[src/rtl/spi_reg_ctrl.sv]
// spi_reg_ctrl: register-access front end for the SPI master driver.
// Accepts one read/write request at a time, packs it into a serial frame
// {rw, addr, data}, runs the start_cmd / spi_drv_rdy handshake with the
// driver and returns read data (or a timeout error) on the response channel.
//
// Ports:
//   clk, sresetn                 clock, async active-low reset
//   req_valid/req_ready          request handshake
//   req_rw/req_addr/req_wdata    request payload (rw: 1 = read)
//   rsp_valid/rsp_ready          response handshake
//   rsp_rdata/rsp_err            response payload
//   start_cmd/spi_drv_rdy        driver command handshake
//   n_clks/tx_data/rx_miso       driver frame length, tx frame, rx frame
module spi_reg_ctrl #(
    parameter int unsigned SPI_MAXLEN  = 32,
    parameter int unsigned ADDR_W      = 7,
    parameter int unsigned DATA_W      = 8,
    parameter int unsigned ACK_TIMEOUT = 16
) (
    input  logic                          clk,
    input  logic                          sresetn,
    input  logic                          req_valid,
    output logic                          req_ready,
    input  logic                          req_rw,
    input  logic [ADDR_W-1:0]             req_addr,
    input  logic [DATA_W-1:0]             req_wdata,
    output logic                          rsp_valid,
    input  logic                          rsp_ready,
    output logic [DATA_W-1:0]             rsp_rdata,
    output logic                          rsp_err,
    output logic                          start_cmd,
    input  logic                          spi_drv_rdy,
    output logic [$clog2(SPI_MAXLEN):0]   n_clks,
    output logic [SPI_MAXLEN-1:0]         tx_data,
    input  logic [SPI_MAXLEN-1:0]         rx_miso
);

    localparam int unsigned FRAME  = 1 + ADDR_W + DATA_W;
    localparam int unsigned NCLK_W = $clog2(SPI_MAXLEN) + 1;
    localparam int unsigned CNT_W  = $clog2(ACK_TIMEOUT);

    // Parameter sanity checks at elaboration.
    generate
        if (FRAME > SPI_MAXLEN) begin : g_bad_frame
            $error("spi_reg_ctrl: 1+ADDR_W+DATA_W exceeds SPI_MAXLEN");
        end
        if (ACK_TIMEOUT < 2) begin : g_bad_timeout
            $error("spi_reg_ctrl: ACK_TIMEOUT must be >= 2");
        end
        // Only the low DATA_W bits of the driver's rx frame carry read data.
        if (SPI_MAXLEN > DATA_W) begin : g_rx_hi
            logic unused_rx_hi;
            assign unused_rx_hi = ^rx_miso[SPI_MAXLEN-1:DATA_W];
        end
    endgenerate

    typedef enum logic [1:0] {
        IDLE  = 2'd0,
        START = 2'd1,
        BUSY  = 2'd2,
        RESP  = 2'd3
    } state_e;

    state_e                  state_q, state_d;
    logic                    req_ready_q, req_ready_d;
    logic                    start_cmd_q, start_cmd_d;
    logic                    rsp_valid_q, rsp_valid_d;
    logic                    rsp_err_q, rsp_err_d;
    logic [DATA_W-1:0]       rsp_rdata_q, rsp_rdata_d;
    logic [SPI_MAXLEN-1:0]   tx_data_q, tx_data_d;
    logic [NCLK_W-1:0]       n_clks_q, n_clks_d;
    logic [CNT_W-1:0]        cnt_q, cnt_d;
    logic [SPI_MAXLEN-1:0]   frame_c;

    // Frame packing: {rw, addr, data}, data zeroed for reads, upper bits zero.
    always_comb begin
        frame_c                  = '0;
        frame_c[FRAME-1]         = req_rw;
        frame_c[FRAME-2 -: ADDR_W] = req_addr;
        frame_c[DATA_W-1:0]      = req_rw ? '0 : req_wdata;
    end

    // State and output registers.
    always_ff @(posedge clk or negedge sresetn) begin
        if (!sresetn) begin
            state_q     <= IDLE;
            req_ready_q <= 1'b0;
            start_cmd_q <= 1'b0;
            rsp_valid_q <= 1'b0;
            rsp_err_q   <= 1'b0;
            rsp_rdata_q <= '0;
            tx_data_q   <= '0;
            n_clks_q    <= '0;
            cnt_q       <= '0;
        end else begin
            state_q     <= state_d;
            req_ready_q <= req_ready_d;
            start_cmd_q <= start_cmd_d;
            rsp_valid_q <= rsp_valid_d;
            rsp_err_q   <= rsp_err_d;
            rsp_rdata_q <= rsp_rdata_d;
            tx_data_q   <= tx_data_d;
            n_clks_q    <= n_clks_d;
            cnt_q       <= cnt_d;
        end
    end

    // Next-state and registered-output logic.
    always_comb begin
        state_d     = state_q;
        req_ready_d = 1'b0;
        start_cmd_d = 1'b0;
        rsp_valid_d = rsp_valid_q;
        rsp_err_d   = rsp_err_q;
        rsp_rdata_d = rsp_rdata_q;
        tx_data_d   = tx_data_q;
        n_clks_d    = n_clks_q;
        cnt_d       = cnt_q;

        unique case (state_q)
            IDLE: begin
                req_ready_d = spi_drv_rdy;
                if (req_valid && req_ready_q) begin
                    tx_data_d   = frame_c;
                    n_clks_d    = NCLK_W'(FRAME);
                    cnt_d       = '0;
                    start_cmd_d = 1'b1;
                    req_ready_d = 1'b0;
                    state_d     = START;
                end
            end
            START: begin
                // Driver acknowledge takes priority over the timeout.
                if (!spi_drv_rdy) begin
                    state_d = BUSY;
                end else if (cnt_q == CNT_W'(ACK_TIMEOUT - 1)) begin
                    rsp_valid_d = 1'b1;
                    rsp_err_d   = 1'b1;
                    rsp_rdata_d = '0;
                    state_d     = RESP;
                end else begin
                    start_cmd_d = 1'b1;
                    if (cnt_q != {CNT_W{1'b1}}) begin
                        cnt_d = cnt_q + CNT_W'(1);
                    end
                end
            end
            BUSY: begin
                if (spi_drv_rdy) begin
                    // The rw flag is still held in the top frame bit.
                    rsp_rdata_d = tx_data_q[FRAME-1] ? rx_miso[DATA_W-1:0] : '0;
                    rsp_err_d   = 1'b0;
                    rsp_valid_d = 1'b1;
                    state_d     = RESP;
                end
            end
            RESP: begin
                if (rsp_ready) begin
                    rsp_valid_d = 1'b0;
                    req_ready_d = spi_drv_rdy;
                    state_d     = IDLE;
                end
            end
            default: begin
                state_d = IDLE;
            end
        endcase
    end

    assign req_ready = req_ready_q;
    assign start_cmd = start_cmd_q;
    assign rsp_valid = rsp_valid_q;
    assign rsp_err   = rsp_err_q;
    assign rsp_rdata = rsp_rdata_q;
    assign tx_data   = tx_data_q;
    assign n_clks    = n_clks_q;

endmodule
[config.mk]
export PLATFORM = sky130hd
export DESIGN_NAME = spi_reg_ctrl
export DESIGN_NICKNAME = d
export VERILOG_FILES = /design/src/rtl/spi_reg_ctrl.sv
export SDC_FILE = /design/constraint.sdc
export NUM_CORES = 1
export LEC_CHECK = 0
export ABC_CLOCK_PERIOD_IN_PS = 3170
export CORE_MARGIN = 4
export CORE_UTILIZATION = 43
export CTS_BUF_LIST = sky130_fd_sc_hd__clkbuf_4
export CTS_CLUSTER_DIAMETER = 30
export CTS_CLUSTER_SIZE = 10
export DETAILED_ROUTE_END_ITERATION = 16
export PLACE_DENSITY_LB_ADDON = 0.12
export SETUP_SLACK_MARGIN = 0.15
export SYNTH_ARGS = -nofsm -noshare
export SYNTH_HDL_FRONTEND = slang
export SYNTH_SLANG_ARGS = --single-unit
[constraint.sdc]
create_clock -name clk -period 3.17 [get_ports clk]
set_input_delay 0.634 -clock clk [delete_from_list [all_inputs] [get_ports clk]]
set_output_delay 0.634 -clock clk [all_outputs]
set_load 0.02 [all_outputs]
==> summary.md, run 1 <==
| Metric | Value |
|---|---|
| Crit path capture type | `flip-flop` |
| Max-slew headroom | `55.6%` |
| Post-Synth XOR/XNOR Area | `0%` |
| CTS sink cnt | `35` |
| Leakage | `1.05 nW` |
| CP max FO | `16` |
| Initial Utilization | `44.9%` |
| Hold depth | `1` |
| Largest net degree at the start of global routing | `36` |
| Initial antenna violation count | `0` |
| Clock Tree Buf Depth | `2` |
| Hold Crit Class | `reg2reg` |
| Final hold violation count | `0` |
| Grt total ovfl | `0` |
| Rows | `23` |
| Mean routed wirelength per cell | `15.1 µm` |
| RSZ-0062 raised after global routing | `no` |
| Top-count cell post-synth | `dfrtp_1` |
| GP Congestion | `0.818` |
| Synth warnings | `0` |
| DRT iter0 DRCs | `98` |
| Syn Std Cell Area | `0.00182 mm²` |
| FF-to-FF path depth | `5` |
| Seq/Total Area, Yosys | `48.1%` |
| I/O pin count | `103` |
| Final wirelength | `4.16 mm` |
| Peak supply drop | `0.000413 V` |
| Clock H-tree levels | `2` |
| Pwr Density | `858 mW/mm²` |
| Crit share post-route | `64.4%` |
| R2r startpoint | `state_q[1]` |
| Primary FF master, synth | `dfrtp_1` |
| Compound-Gate Fraction of Synth Area | `14.3%` |
| Final Critical Period | `2.04 ns` |
| Die X-Extent | `73.1 µm` |
| GRT Total Usage | `16.4%` |
| Average size of a mapped cell | `11.1 µm²` |
| Simple-gate portion of the synthesized area | `14.8%` |
| Post-synthesis mux area share | `7.35%` |
| Setup-failing EPs final | `0` |
| DRC errors left | `0` |
| Area growth syn-to-layout | `32.2%` |
| Crit path required time | `3.39 ns` |
| CTS tree | `yes` |
| Total power | `2.07 mW` |
| Yosys cell types | `36` |
| Main combinational cell family by area after synthesis | `simple AND/OR/NAND/NOR gates` |
| ANT nets after route | `0` |
| Post-CTS Setup Inserts | `0` |
| Synth Area in Adders | `4.12%` |
| Crit Reg-Reg Endpoint | `state_q[1]` |
| Via count | `1369` |
| Avg Vias per Cell | `4.98` |
| Crit path launch type | `flip-flop` |
| CTS Root Cell | `clkbuf_4` |
| Post-Synthesis Cells | `164` |
| Async SR Flop Fraction | `100%` |
| CP Launch Point | `state_q[1]` |
| First-pass GRT wire length | `6.87 mm` |
| Status | `finished, final reports clean` |
| # diodes | `0` |
| Die area | `0.00534 mm²` |
| Die Ht | `73.1 µm` |
| Max-slew violations | `0` |
| Post-cts sizing count | `0` |
| DRT Pass-1 Iters | `4` |
| Vias in the first global route | `1403` |
| Area share of the largest cell type after synthesis | `48.1%` |
| Clk_lat worst skew | `0.34 ns` |
| Setup TNS | `0 ns` |
| Synth area leaders | `dfrtp_1, buf_4, mux2_2` |
| Worst slew pin tran | `0.664 ns` |
| Number of flops mapped to enable cells by yosys | `0` |
| Clock buffer count from CTS | `5` |
| Cts hold-fix bufs | `0` |
| Fmax | `0.490 GHz` |
| Number of fill cells in the layout | `353` |
| Yosys top cell by area | `dfrtp_1` |
| Share of layout cells above drive strength 1 | `11.6%` |
| Core area | `0.00406 mm²` |
| Max-cap violations | `0` |
| CP endpoint | `state_q[1]` |
| Clock transition at path regs | `0.11 ns` |
| Final #Nets | `283` |
| Post-DP HPWL | `3.21 mm` |
| Setup Skew | `0.00847 ns` |
| Worst R2R Setup Slack | `1.13 ns` |
| Most frequent cells after synthesis | `dfrtp_1, buf_4, nand2_1, o21ai_0, nand2b_1` |
| CP Data Arrival Time | `2.26 ns` |
| Count of input and output buffers | `57` |
| FF+latch count, synth | `35` |
| Crit path kind | `reg2reg` |
[final cells by class]
| cell class | count | area, µm² | area share (%) |
|---|---|---|---|
| Multi-Input combinational cell | 121 | 818 | 34.0 |
| Timing Repair Buffer | 59 | 586 | 24.3 |
| Clock buffer | 6 | 45.0 | 1.87 |
| Tap cell | 50 | 62.6 | 2.60 |
| Clock inverter | 2 | 12.5 | 0.520 |
| Sequential cell | 35 | 876 | 36.4 |
| Inverter | 2 | 7.51 | 0.312 |
[metrics by stage]
stage	setup slack [ns]	instances	util (%)	area [µm²]	hold slack, ns
2_1_floorplan	1.44	184	-	1900	0.338
3_3_place_gp	0.897	267	57.9	2350	0.450
3_5_place_dp	0.828	267	57.9	2350	0.455
4_1_cts	1.14	275	59.3	2410	0.480
5_1_grt	0.939	275	59.3	2410	0.521
6_report	1.13	275	59.3	2410	0.482
[critical path, stage by stage, from the launching register on]
cell and delay, ns:
dfrtp_1 0.42, inv_1 0.10, ha_1 0.40, and2_4 0.27, a2111oi_4 0.39, mux2_1 0.36
[power breakdown]
group / internal, mW / total [mW] / switching, mW
Clock: 0.0941 / 0.241 / 0.147
Combinational: 0.527 / 1.09 / 0.563
Sequential: 0.624 / 0.734 / 0.110
Total: 1.25 / 2.07 / 0.820
[placed cells by master (no fill, tap or decap), types with 2 or more instances in the layout]
master / netlist / routed
nor2b_1: 5 / 5
ha_1: 6 / 6
o21ai_0: 12 / 12
nand3_1: 6 / 6
nor3_1: 2 / 2
conb_1: 1 / 21
a22o_1: 9 / 9
mux2_1: 2 / 2
clkbuf_4: 0 / 6
a2bb2oi_1: 2 / 2
dfrtp_1: 35 / 35
nor2_1: 4 / 4
buf_4: 21 / 2
o211ai_1: 3 / 3
inv_1: 2 / 2
nor3b_1: 2 / 2
clkdlybuf4s50_1: 0 / 57
nand2_1: 12 / 12
a21oi_1: 2 / 2
mux2_2: 9 / 9
nand2b_1: 10 / 10
[state kept, by name, indices dropped and copies added (netlist names)]
| register | flops |
|---|---|
| tx_data | 16 |
| req_ready | 1 |
| rsp_err | 1 |
| n_clks | 1 |
| start_cmd | 1 |
| state_q | 2 |
| cnt_q | 4 |
| rsp_valid | 1 |
| rsp_rdata | 8 |
[worst min path at each step]
stage / startpoint / end / slack, ns
CTS: n_clks[4] / n_clks[4] / 0.48
detailed placement: n_clks[4] / n_clks[4] / 0.45
floorplan: sresetn / cnt_q[0] / 0.34
global route: n_clks[4] / n_clks[4] / 0.52
global placement: n_clks[4] / n_clks[4] / 0.45
finish: n_clks[4] / n_clks[4] / 0.48
[cells by family (layout without fill, tap and decap cells)]
group,after synthesis,in the layout
muxes,12,12
AOI/OAI and AO/OA,34,34
other,1,21
and+or+nand+nor,48,48
adders and majority gates,6,6
DFF,35,35
buffers and inverters,28,69
[per-layer routing]
| metal | part of all wire, % | track usage (%) | vias up |
|---|---|---|---|
| met5 | 0 | 0 | - |
| met4 | 0.91 | 4.92 | 0 |
| met3 | 7.3 | 4.27 | 6 |
| met2 | 51 | 27.9 | 49 |
| met1 | 41 | 20.2 | 668 |
| li1 | - | - | 646 |
No activity file was read; power rests on OpenSTA's default activity.
==> run 2, diff against run 1 <==
--- a/config.mk
+++ b/config.mk
@@ -5,9 +5,9 @@
 export SDC_FILE = /design/constraint.sdc
 export NUM_CORES = 1
 export LEC_CHECK = 0
-export ABC_CLOCK_PERIOD_IN_PS = 3170
+export ABC_CLOCK_PERIOD_IN_PS = 1700
 export CORE_MARGIN = 4
-export CORE_UTILIZATION = 43
+export CORE_UTILIZATION = 36
 export CTS_BUF_LIST = sky130_fd_sc_hd__clkbuf_4
 export CTS_CLUSTER_DIAMETER = 30
 export CTS_CLUSTER_SIZE = 10
==> constraint.sdc (replaced) <==
create_clock -name clk -period 1.7 [get_ports clk]
set_input_delay 0.34 -clock clk [delete_from_list [all_inputs] [get_ports clk]]
set_output_delay 0.34 -clock clk [all_outputs]
set_load 0.02 [all_outputs]
==> run 2 against run 1 <==
Against the previous run:
- combinational power increased by 120%
- first-iteration DRC count shrank 66%
- via count grew 12%
- die area up 17%
- fmax rose by 24%
- sequential power grew 91%
- setup slack worse by 1.1 ns
- largest power group unchanged
==> summary.md, run 2 (synthesis results as in run 1) <==
| Metric | Value |
|---|---|
| Share of layout cells above drive strength 1 | `28.4%` |
| CP Launch Point | `state_q[1]` |
| Crit path launch type | `flip-flop` |
| CTS Root Cell | `clkbuf_4` |
| Die area | `0.00626 mm²` |
| Vias in the first global route | `1443` |
| Peak supply drop | `0.000761 V` |
| GRT Total Usage | `14.5%` |
| Total power | `4.31 mW` |
| Commonest non-fill, non-tap cell in the layout | `dfrtp_1` |
| First-pass GRT wire length | `7.09 mm` |
| Max-slew violations | `0` |
| Final Non-Filler Cells | `317` |
| Crit Reg-Reg Endpoint | `state_q[1]` |
| Number of fill cells in the layout | `451` |
| Clock transition at path regs | `0.11 ns` |
| Max reg flops | `16` |
| CTS sink cnt | `35` |
| Cts hold-fix bufs | `0` |
| Clock H-tree levels | `2` |
| RSZ-0062 raised after global routing | `yes` |
| CP endpoint | `state_q[1]` |
| Avg Vias per Cell | `4.84` |
| Final Critical Period | `1.65 ns` |
| ANT nets after route | `0` |
| DRT Pass-1 Iters | `4` |
| Mean routed wirelength per cell | `14.5 µm` |
| Setup Skew | `0.0103 ns` |
| DRT iter0 DRCs | `33` |
| Post-Place Cells | `295` |
| Fmax | `0.607 GHz` |
| GP Congestion | `0.738` |
| DP Worst Slack | `-0.191 ns` |
| Die Ht | `79.1 µm` |
| Crit path capture type | `flip-flop` |
| Pwr Density | `1540 mW/mm²` |
| Grt total ovfl | `0` |
| Count of input and output buffers | `57` |
| Initial antenna violation count | `0` |
| Clock buffer count from CTS | `5` |
| Largest net degree at the start of global routing | `36` |
| Core area | `0.00482 mm²` |
| Final #Nets | `308` |
| Clk_lat worst skew | `0.34 ns` |
| Worst R2R Setup Slack | `0.05 ns` |
| Clock Tree Buf Depth | `2` |
| Final hold violation count | `0` |
| R2r startpoint | `state_q[1]` |
| # diodes | `0` |
| FF-to-FF path depth | `5` |
| CP Data Arrival Time | `1.89 ns` |
| Crit share post-route | `97.0%` |
| Via count | `1534` |
| Post-layout util | `57.9%` |
| Hold Crit Class | `in2async` |
| Die X-Extent | `79.1 µm` |
| Crit path kind | `reg2reg` |
| Crit path required time | `1.94 ns` |
| I/O pin count | `103` |
| CTS tree | `yes` |
| Area growth syn-to-layout | `53.2%` |
| CP max FO | `6` |
| Final wirelength | `4.58 mm` |
| Leakage | `1.32 nW` |
| Post-DP HPWL | `3.13 mm` |
| Setup-failing EPs final | `0` |
| Status | `finished, final reports clean` |
| Most frequent cells in the layout | `dfrtp_1, dlygate4sd2_1, clkdlybuf4s50_1` |
| Rows | `25` |
| Post-route setup slack | `0.0516 ns` |
| Initial Utilization | `37.8%` |
| DRC errors left | `0` |
| Max-cap violations | `0` |
-- run 2: cell count changes in the layout (fill, tap and decap cells not counted), sizes merged --
cell           before  now
clkdlybuf4s50      57   28
dlygate4sd2         0   29
buf                 2   27
clkbuf              6    7
clkinvlp            1    0
-- run 2: metal layers --
layer | vias to the layer above | wire, µm | global-route usage [%]
met3 | 7 | 350 | 5.67
met2 | 62 | 2300 | 22.9
li1 | 716 | - | -
met1 | 749 | 1880 | 18.4
met5 | - | 0 | 0
met4 | 0 | 55 | 4.47
-- run 2: timing repair --
item                                    4_1_cts  5_1_grt
gates resized for setup                      34       26
gates cloned                                  2        0
pin swaps                                     1        7
endpoints found under the setup margin       52       33
buffers inserted                              4        8
-- run 2: final cells by class --
type / count / area [µm²] / area share [%]
inverters: 2 / 12.5 / 0.449
clock buffers: 7 / 52.6 / 1.88
well taps: 67 / 83.8 / 3.01
clock inverters: 1 / 5.00 / 0.179
flip-flops and latches: 35 / 880 / 31.5
multi-input cells: 121 / 955 / 34.2
repair buffers: 84 / 801 / 28.7
-- run 2: worst min-delay path by stage --
stage                  to  slack [ns]
3_3_place_gp   tx_data[1]        0.46
3_5_place_dp    n_clks[4]        0.47
2_1_floorplan    cnt_q[0]        0.04
4_1_cts          cnt_q[3]        0.41
5_1_grt          cnt_q[1]        0.43
6_report         cnt_q[1]        0.41
-- run 2: power breakdown --
part,internal [mW],leakage [nW],switching (mW)
sequential,1.17,0.450,0.236
clock,0.193,0.0361,0.277
combinational,1.21,0.835,1.22
total,2.57,1.32,1.73
-- run 2: critical path: stages, from the launching register on --
cell       delay, ns
dfrtp_2         0.47
inv_4           0.07
ha_4            0.18
and2_4          0.15
a2111oi_4       0.35
mux2_4          0.33
-- run 2: metrics by stage --
step                hold slack, ns  instance area, µm²  setup TNS, ns
floorplan                   0.0444                1930              0
global placement             0.463                2500         -0.482
detailed placement           0.468                2500         -0.989
CTS                          0.408                2640              0
global route                 0.434                2790        -0.0123
finish                       0.406                2790              0
